## src/rtl/conv_line_buffer_pkg.sv

```systemverilog
// Shared types and helpers for the convolution line buffer.
package conv_line_buffer_pkg;

  typedef enum logic [1:0] {
    FILL   = 2'd0,
    STREAM = 2'd1,
    GAP    = 2'd2
  } lb_state_e;

  // Rows that are new in every band after the first.
  function automatic int lb_step(input int sa_units, input int kernel_size);
    return sa_units - (kernel_size - 1);
  endfunction

endpackage

```

## src/rtl/conv_lb_row_mem.sv

```systemverilog
// One image row of storage: synchronous write, combinational read.
module conv_lb_row_mem
  import conv_line_buffer_pkg::*;
#(
  parameter int DATA_WIDTH = 16,
  parameter int IMG_WIDTH  = 8,
  parameter int ADDR_W     = 3
) (
  input  logic                  clk,
  input  logic                  we,
  input  logic [ADDR_W-1:0]     wr_addr,
  input  logic [DATA_WIDTH-1:0] wr_data,
  input  logic [ADDR_W-1:0]     rd_addr,
  output logic [DATA_WIDTH-1:0] rd_data
);

  logic [DATA_WIDTH-1:0] mem_q [IMG_WIDTH];

  always_ff @(posedge clk) begin
    if (we) mem_q[wr_addr] <= wr_data;
  end

  assign rd_data = mem_q[rd_addr];

endmodule

```

## src/rtl/conv_line_buffer.sv

```systemverilog
// Banded line buffer: fills SA_Units row slots, then streams column slices
// of the band to the downstream DP array, reusing OVERLAP rows per band.
module conv_line_buffer
  import conv_line_buffer_pkg::*;
#(
  parameter int DATA_WIDTH  = 16,
  parameter int SA_Units    = 4,
  parameter int KERNEL_SIZE = 3,
  parameter int IMG_WIDTH   = 8,
  parameter int IMG_HEIGHT  = 8
) (
  input  logic                           clk,
  input  logic                           reset,
  input  logic                           in_valid,
  input  logic [DATA_WIDTH-1:0]          in_data,
  output logic                           in_ready,
  output logic                           out_start,
  output logic [DATA_WIDTH*SA_Units-1:0] out_data,
  output logic                           out_last_col,
  output logic                           frame_done
);

  localparam int STEP = lb_step(SA_Units, KERNEL_SIZE);
  localparam int CW   = (IMG_WIDTH > 1) ? $clog2(IMG_WIDTH) : 1;
  localparam int RW   = $clog2(IMG_HEIGHT + 1);
  localparam int SW   = (SA_Units > 1) ? $clog2(SA_Units) : 1;
  localparam int FW   = $clog2(SA_Units + 1);

  lb_state_e                               state_q, state_d;
  logic [CW-1:0]                           col_q, col_d, scol_q, scol_d, rd_col;
  logic [RW-1:0]                           row_cnt_q, row_cnt_d;
  logic [SW-1:0]                           wr_slot_q, wr_slot_d, base_q, base_d, base_adv;
  logic [FW-1:0]                           fill_cnt_q, fill_cnt_d, fill_need;
  logic                                    first_q, first_d;
  logic                                    out_start_q, out_start_d;
  logic                                    out_last_q, out_last_d;
  logic                                    frame_done_q, frame_done_d;
  logic [SA_Units-1:0][DATA_WIDTH-1:0]     out_data_q, out_data_d;
  logic [SA_Units-1:0][DATA_WIDTH-1:0]     rd_data, lane_data;
  logic [SW:0]                             base_sum;
  logic                                    accept;

  assign accept    = in_valid && (state_q == FILL);
  assign fill_need = first_q ? FW'(SA_Units) : FW'(STEP);

  // Column to read for the next registered slice; column 0 while filling.
  assign rd_col = (state_q == STREAM && scol_q != CW'(IMG_WIDTH - 1)) ? scol_q + CW'(1) : '0;

  assign base_sum = {1'b0, base_q} + (SW+1)'(STEP);
  assign base_adv = (base_sum >= (SW+1)'(SA_Units)) ? SW'(base_sum - (SW+1)'(SA_Units))
                                                    : SW'(base_sum);

  for (genvar g = 0; g < SA_Units; g++) begin : g_row
    logic [SW:0] slot_sum;
    logic [SW-1:0] slot;

    conv_lb_row_mem #(
      .DATA_WIDTH(DATA_WIDTH),
      .IMG_WIDTH (IMG_WIDTH),
      .ADDR_W    (CW)
    ) u_row (
      .clk    (clk),
      .we     (accept && (wr_slot_q == SW'(g))),
      .wr_addr(col_q),
      .wr_data(in_data),
      .rd_addr(rd_col),
      .rd_data(rd_data[g])
    );

    // Lane g shows slot (base+g) mod SA_Units, i.e. band row g.
    assign slot_sum     = {1'b0, base_q} + (SW+1)'(g);
    assign slot         = (slot_sum >= (SW+1)'(SA_Units)) ? SW'(slot_sum - (SW+1)'(SA_Units))
                                                          : SW'(slot_sum);
    assign lane_data[g] = rd_data[slot];
  end

  always_comb begin
    state_d      = state_q;
    col_d        = col_q;
    scol_d       = scol_q;
    row_cnt_d    = row_cnt_q;
    wr_slot_d    = wr_slot_q;
    base_d       = base_q;
    fill_cnt_d   = fill_cnt_q;
    first_d      = first_q;
    out_start_d  = out_start_q;
    out_last_d   = out_last_q;
    out_data_d   = out_data_q;
    frame_done_d = 1'b0;
    case (state_q)
      FILL: begin
        if (accept) begin
          if (col_q == CW'(IMG_WIDTH - 1)) begin
            col_d     = '0;
            row_cnt_d = row_cnt_q + RW'(1);
            wr_slot_d = (wr_slot_q == SW'(SA_Units - 1)) ? '0 : wr_slot_q + SW'(1);
            if (fill_cnt_q + FW'(1) == fill_need) begin
              fill_cnt_d  = '0;
              first_d     = 1'b0;
              state_d     = STREAM;
              scol_d      = '0;
              out_start_d = 1'b1;
              out_last_d  = (IMG_WIDTH == 1);
              out_data_d  = lane_data;
            end else begin
              fill_cnt_d = fill_cnt_q + FW'(1);
            end
          end else begin
            col_d = col_q + CW'(1);
          end
        end
      end
      STREAM: begin
        if (scol_q == CW'(IMG_WIDTH - 1)) begin
          state_d      = GAP;
          out_start_d  = 1'b0;
          out_last_d   = 1'b0;
          frame_done_d = (row_cnt_q == RW'(IMG_HEIGHT));
        end else begin
          scol_d     = rd_col;
          out_data_d = lane_data;
          out_last_d = (rd_col == CW'(IMG_WIDTH - 1));
        end
      end
      GAP: begin
        state_d = FILL;
        if (frame_done_q) begin
          base_d    = '0;
          row_cnt_d = '0;
          wr_slot_d = '0;
          first_d   = 1'b1;
        end else begin
          base_d = base_adv;
        end
      end
      default: state_d = FILL;
    endcase
  end

  always_ff @(posedge clk or negedge reset) begin
    if (!reset) begin
      state_q      <= FILL;
      col_q        <= '0;
      scol_q       <= '0;
      row_cnt_q    <= '0;
      wr_slot_q    <= '0;
      base_q       <= '0;
      fill_cnt_q   <= '0;
      first_q      <= 1'b1;
      out_start_q  <= 1'b0;
      out_last_q   <= 1'b0;
      out_data_q   <= '0;
      frame_done_q <= 1'b0;
    end else begin
      state_q      <= state_d;
      col_q        <= col_d;
      scol_q       <= scol_d;
      row_cnt_q    <= row_cnt_d;
      wr_slot_q    <= wr_slot_d;
      base_q       <= base_d;
      fill_cnt_q   <= fill_cnt_d;
      first_q      <= first_d;
      out_start_q  <= out_start_d;
      out_last_q   <= out_last_d;
      out_data_q   <= out_data_d;
      frame_done_q <= frame_done_d;
    end
  end

  assign in_ready     = (state_q == FILL);
  assign out_start    = out_start_q;
  assign out_last_col = out_last_q;
  assign out_data     = out_data_q;
  assign frame_done   = frame_done_q;

endmodule
```

## config.mk

```make
export PLATFORM = sky130hd
export DESIGN_NAME = conv_line_buffer
export DESIGN_NICKNAME = d
export VERILOG_FILES = /design/src/rtl/conv_line_buffer_pkg.sv /design/src/rtl/conv_lb_row_mem.sv /design/src/rtl/conv_line_buffer.sv
export SDC_FILE = /design/constraint.sdc
export NUM_CORES = 1
export LEC_CHECK = 0
export ABC_AREA = 1
export BUFFER_PORTS_ARGS = -buffer_cell sky130_fd_sc_hd__buf_2
export CAP_MARGIN = 30
export CORE_UTILIZATION = 40
export CTS_CLUSTER_DIAMETER = 200
export CTS_CLUSTER_SIZE = 14
export DETAILED_ROUTE_END_ITERATION = 10
export GPL_TIMING_DRIVEN = 1
export PLACE_DENSITY = 0.51
export SLEW_MARGIN = 20
export SYNTH_ARGS = -nofsm -noshare
export SYNTH_HDL_FRONTEND = slang
export SYNTH_HIERARCHICAL = 1
export SYNTH_SLANG_ARGS = --single-unit
```

## constraint.sdc

```tcl
create_clock -name clk -period 6 [get_ports clk]
set_input_delay 0.9 -clock clk [delete_from_list [all_inputs] [get_ports clk]]
set_output_delay 0.9 -clock clk [all_outputs]
set_load 0.02 [all_outputs]
```

==> impl_metrics.yaml <==
sta:
  slew_viol_final: 0
  fin_tns_setup_ns: 0
  fin_crit_ns: 3.80
  rsz0062_at_grt: "false"
  tightest_slew_ns: 1.10
  relSlewSlack_pct: 26.9
  finClkSkew_ns: 0.0226
  hold_viol: 0
  fmax_ghz: 0.263
  fin_crit_sh_pct: 63.3
  setup_viol: 0
setup_path:
  worst_setup_path_end_kind: "register"
  worst_r2r_endpoint: "out_data[20]"
  crit_arrival_ns: 4.27
  crit_fanout: 211
  crit_path_start_kind: "register"
  r2r_cells: 15
  required_ns: 6.47
  rr_startpoint: "scol_q[0]"
  reg2reg_setup_slack_ns: 2.20
  path_class: "register to register"
global_route:
  grt_pass1_wl_um: 109000
  antenna_found_initial: 2
  grt_pass1_vias: 17600
  grt_usage_pct: 20.8
  gr-total-overflow: 0
  grt_max_degree: 212
clock_tree:
  cts_setup_buffers: 0
  clock_latency_ns: 0.60
  tritoncts: "done"
  cts_made_buffers: 48
  cts_hold_buffers: 0
  cts-resized-gates: 0
  clock_path_buffers: 3
  cts_root_buf: "clkbuf_16"
  htree_levels: 2
  cts.reportedPaths.clkPinSlew_ns: 0.07
  clkSinkCount: 598
synth:
  ys_seq_elements: 598
  synth_nets: 2908
  ys.flop_type: "edfxtp_1"
  ys_seq_area_share_pct: 64.6
  yosysWarnings: 6
  synthCells: 2878
  netlist_area_um2: 27100
  async_reset_ff_share_pct: 14.4
  synth-edff-count: 512
  ys_types: 25
  avgSynthCellArea_um2: 9.43
power:
  p_leak_nw: 14.0
  finalPower_w: 0.00975
  ir_drop_v: 0.000214
  power_density_nw_per_um2: 329
floorplanning:
  initial_utilization_pct: 40.4
  die_w_um: 262
  io_pins: 87
  die-area_um2: 68900
  rows: 95
  fp.dieH_um: 262
  core-area_um2: 67200
cells_and_area:
  area_growth_syn_to_layout_pct: 9.42
  drive_above_1_share_pct: 6.98
  stdcell_count: 3853
  fillers: 6499
  final_nets: 2970
  finalCoreUtilization_pct: 44.2
drt:
  drc: 0
  initialDrtViolationCount: 1388
  wl_per_cell_um: 18.6
  wl_um: 71700
  final_antenna_net_count: 0
  drtPass1Iterations: 7
  viasPerCell: 4.81
  vias: 18600
run_status:
  status: "finished, final reports clean"
placement:
  hpwlAfterDp_um: 42400
  globalplace.congestion: 0.807
  io_buffers: 86
  placed_cells: 3763
min_path:
  worstHoldPathType: "input pin to async pin"
run:
  maxCapViolCount: 0
==> cells in the final DEF, fill, tap and decap left out, drive strengths merged, types with 2 or more instances in the layout <==
cell and instances:
xor2 2, nand3 332, o21ai 70, nand2 1089, nand4 3, dfrtp 85, ha 11, clkbuf 87
a21oi 3, edfxtp 512, buf 140, nor2 44, o31ai 2, inv 595
==> cell families after synthesis <==
group	synth area share [%]
xor gates and xnor gates	0.0646
and+or+nand+nor	22.1
AOI/OAI and AO/OA	1.40
buffers and inverters	11.4
adders and majority gates	0.507
DFF	64.6
==> report_power, final <==
group,total (W),switching [W],internal [W]
registers,0.00518,0.000267,0.00491
logic,0.00156,0.00110,0.000456
clock network,0.00302,0.00148,0.00154
==> state kept, by name, indices dropped and copies added (netlist names) <==
signal / cells
base_q: 1
out_last_col: 1
row_cnt_q: 4
scol_q: 3
state_q: 2
fill_cnt_q: 3
out_start: 1
wr_slot_q: 2
col_q: 3
frame_done: 1
first_q: 1
g_row.u_row/mem_q: 512
out_data: 64
==> metrics by stage <==
stage	setup slack (ns)	area (um2)	hold WS (ns)
floorplan	3.38	27100	0.449
global placement	2.24	28200	0.461
detailed placement	2.25	28300	0.467
CTS	2.22	29700	0.286
global route	1.88	29700	0.314
finish	2.20	29700	0.294
==> worst max-delay path, stage by stage, from the launching register on <==
cell and delay, ns:
dfrtp_1 0.44, ha_1 0.22, ha_1 0.19, inv_1 0.07, nand2_2 0.34, nor2_4 0.51
buf_12 0.72, nand2_1 0.12, nand3_1 0.12, nand2_1 0.07, nand2_1 0.09, nand2_1 0.13
nand2_1 0.08, o21ai_0 0.09, nand2_1 0.18, nand2_1 0.07
==> cell type report <==
class | count | area (um2) | share of cell area, %
flip-flops and latches | 598 | 17500 | 59.0
multi-input cells | 1558 | 6540 | 22.0
inverters | 594 | 2230 | 7.52
clock buffers | 87 | 1370 | 4.61
well taps | 873 | 1090 | 3.68
repair buffers | 140 | 908 | 3.06
clock inverters | 2 | 25.0 | 0.0843
diodes | 1 | 2.50 | 0.00843
==> worst max path at each step <==
stage | slack (ns) | cells after the start | start | to
finish | 2.20 | 15 | scol_q[0] | out_data[20]
global route | 1.88 | 15 | scol_q[0] | out_data[29]
CTS | 2.22 | 15 | scol_q[0] | out_data[20]
detailed placement | 2.25 | 15 | scol_q[0] | out_data[20]
global placement | 2.24 | 16 | scol_q[0] | out_data[15]
floorplan | 3.38 | 17 | scol_q[0] | out_data[45]
==> metal layers <==
metal / up-vias / track usage (%) / wire (um)
li1: 9051 / - / -
met1: 8961 / 30.3 / 34200
met2: 452 / 32.5 / 32200
met3: 88 / 2.54 / 3300
met4: 0 / 6.22 / 1900
met5: - / 0 / 0
==> Yosys cell counts, types with 2 or more instances <==
library cell | instances | share of area (%)
a21oi_1 | 3 | 0.055
buf_1 | 3 | 0.041
buf_2 | 52 | 0.96
buf_4 | 17 | 0.47
buf_6 | 33 | 1.4
clkbuf_1 | 23 | 0.32
dfrtp_1 | 85 | 7.8
edfxtp_1 | 512 | 57
ha_1 | 11 | 0.51
inv_1 | 589 | 8.1
inv_2 | 5 | 0.069
nand2_1 | 1088 | 15
nand3_1 | 332 | 6.1
nand4_1 | 2 | 0.046
nor2_1 | 42 | 0.58
o21ai_0 | 70 | 1.3
o31ai_1 | 2 | 0.055
xor2_1 | 2 | 0.065
Note: power is estimated with default switching activity, not from simulation.
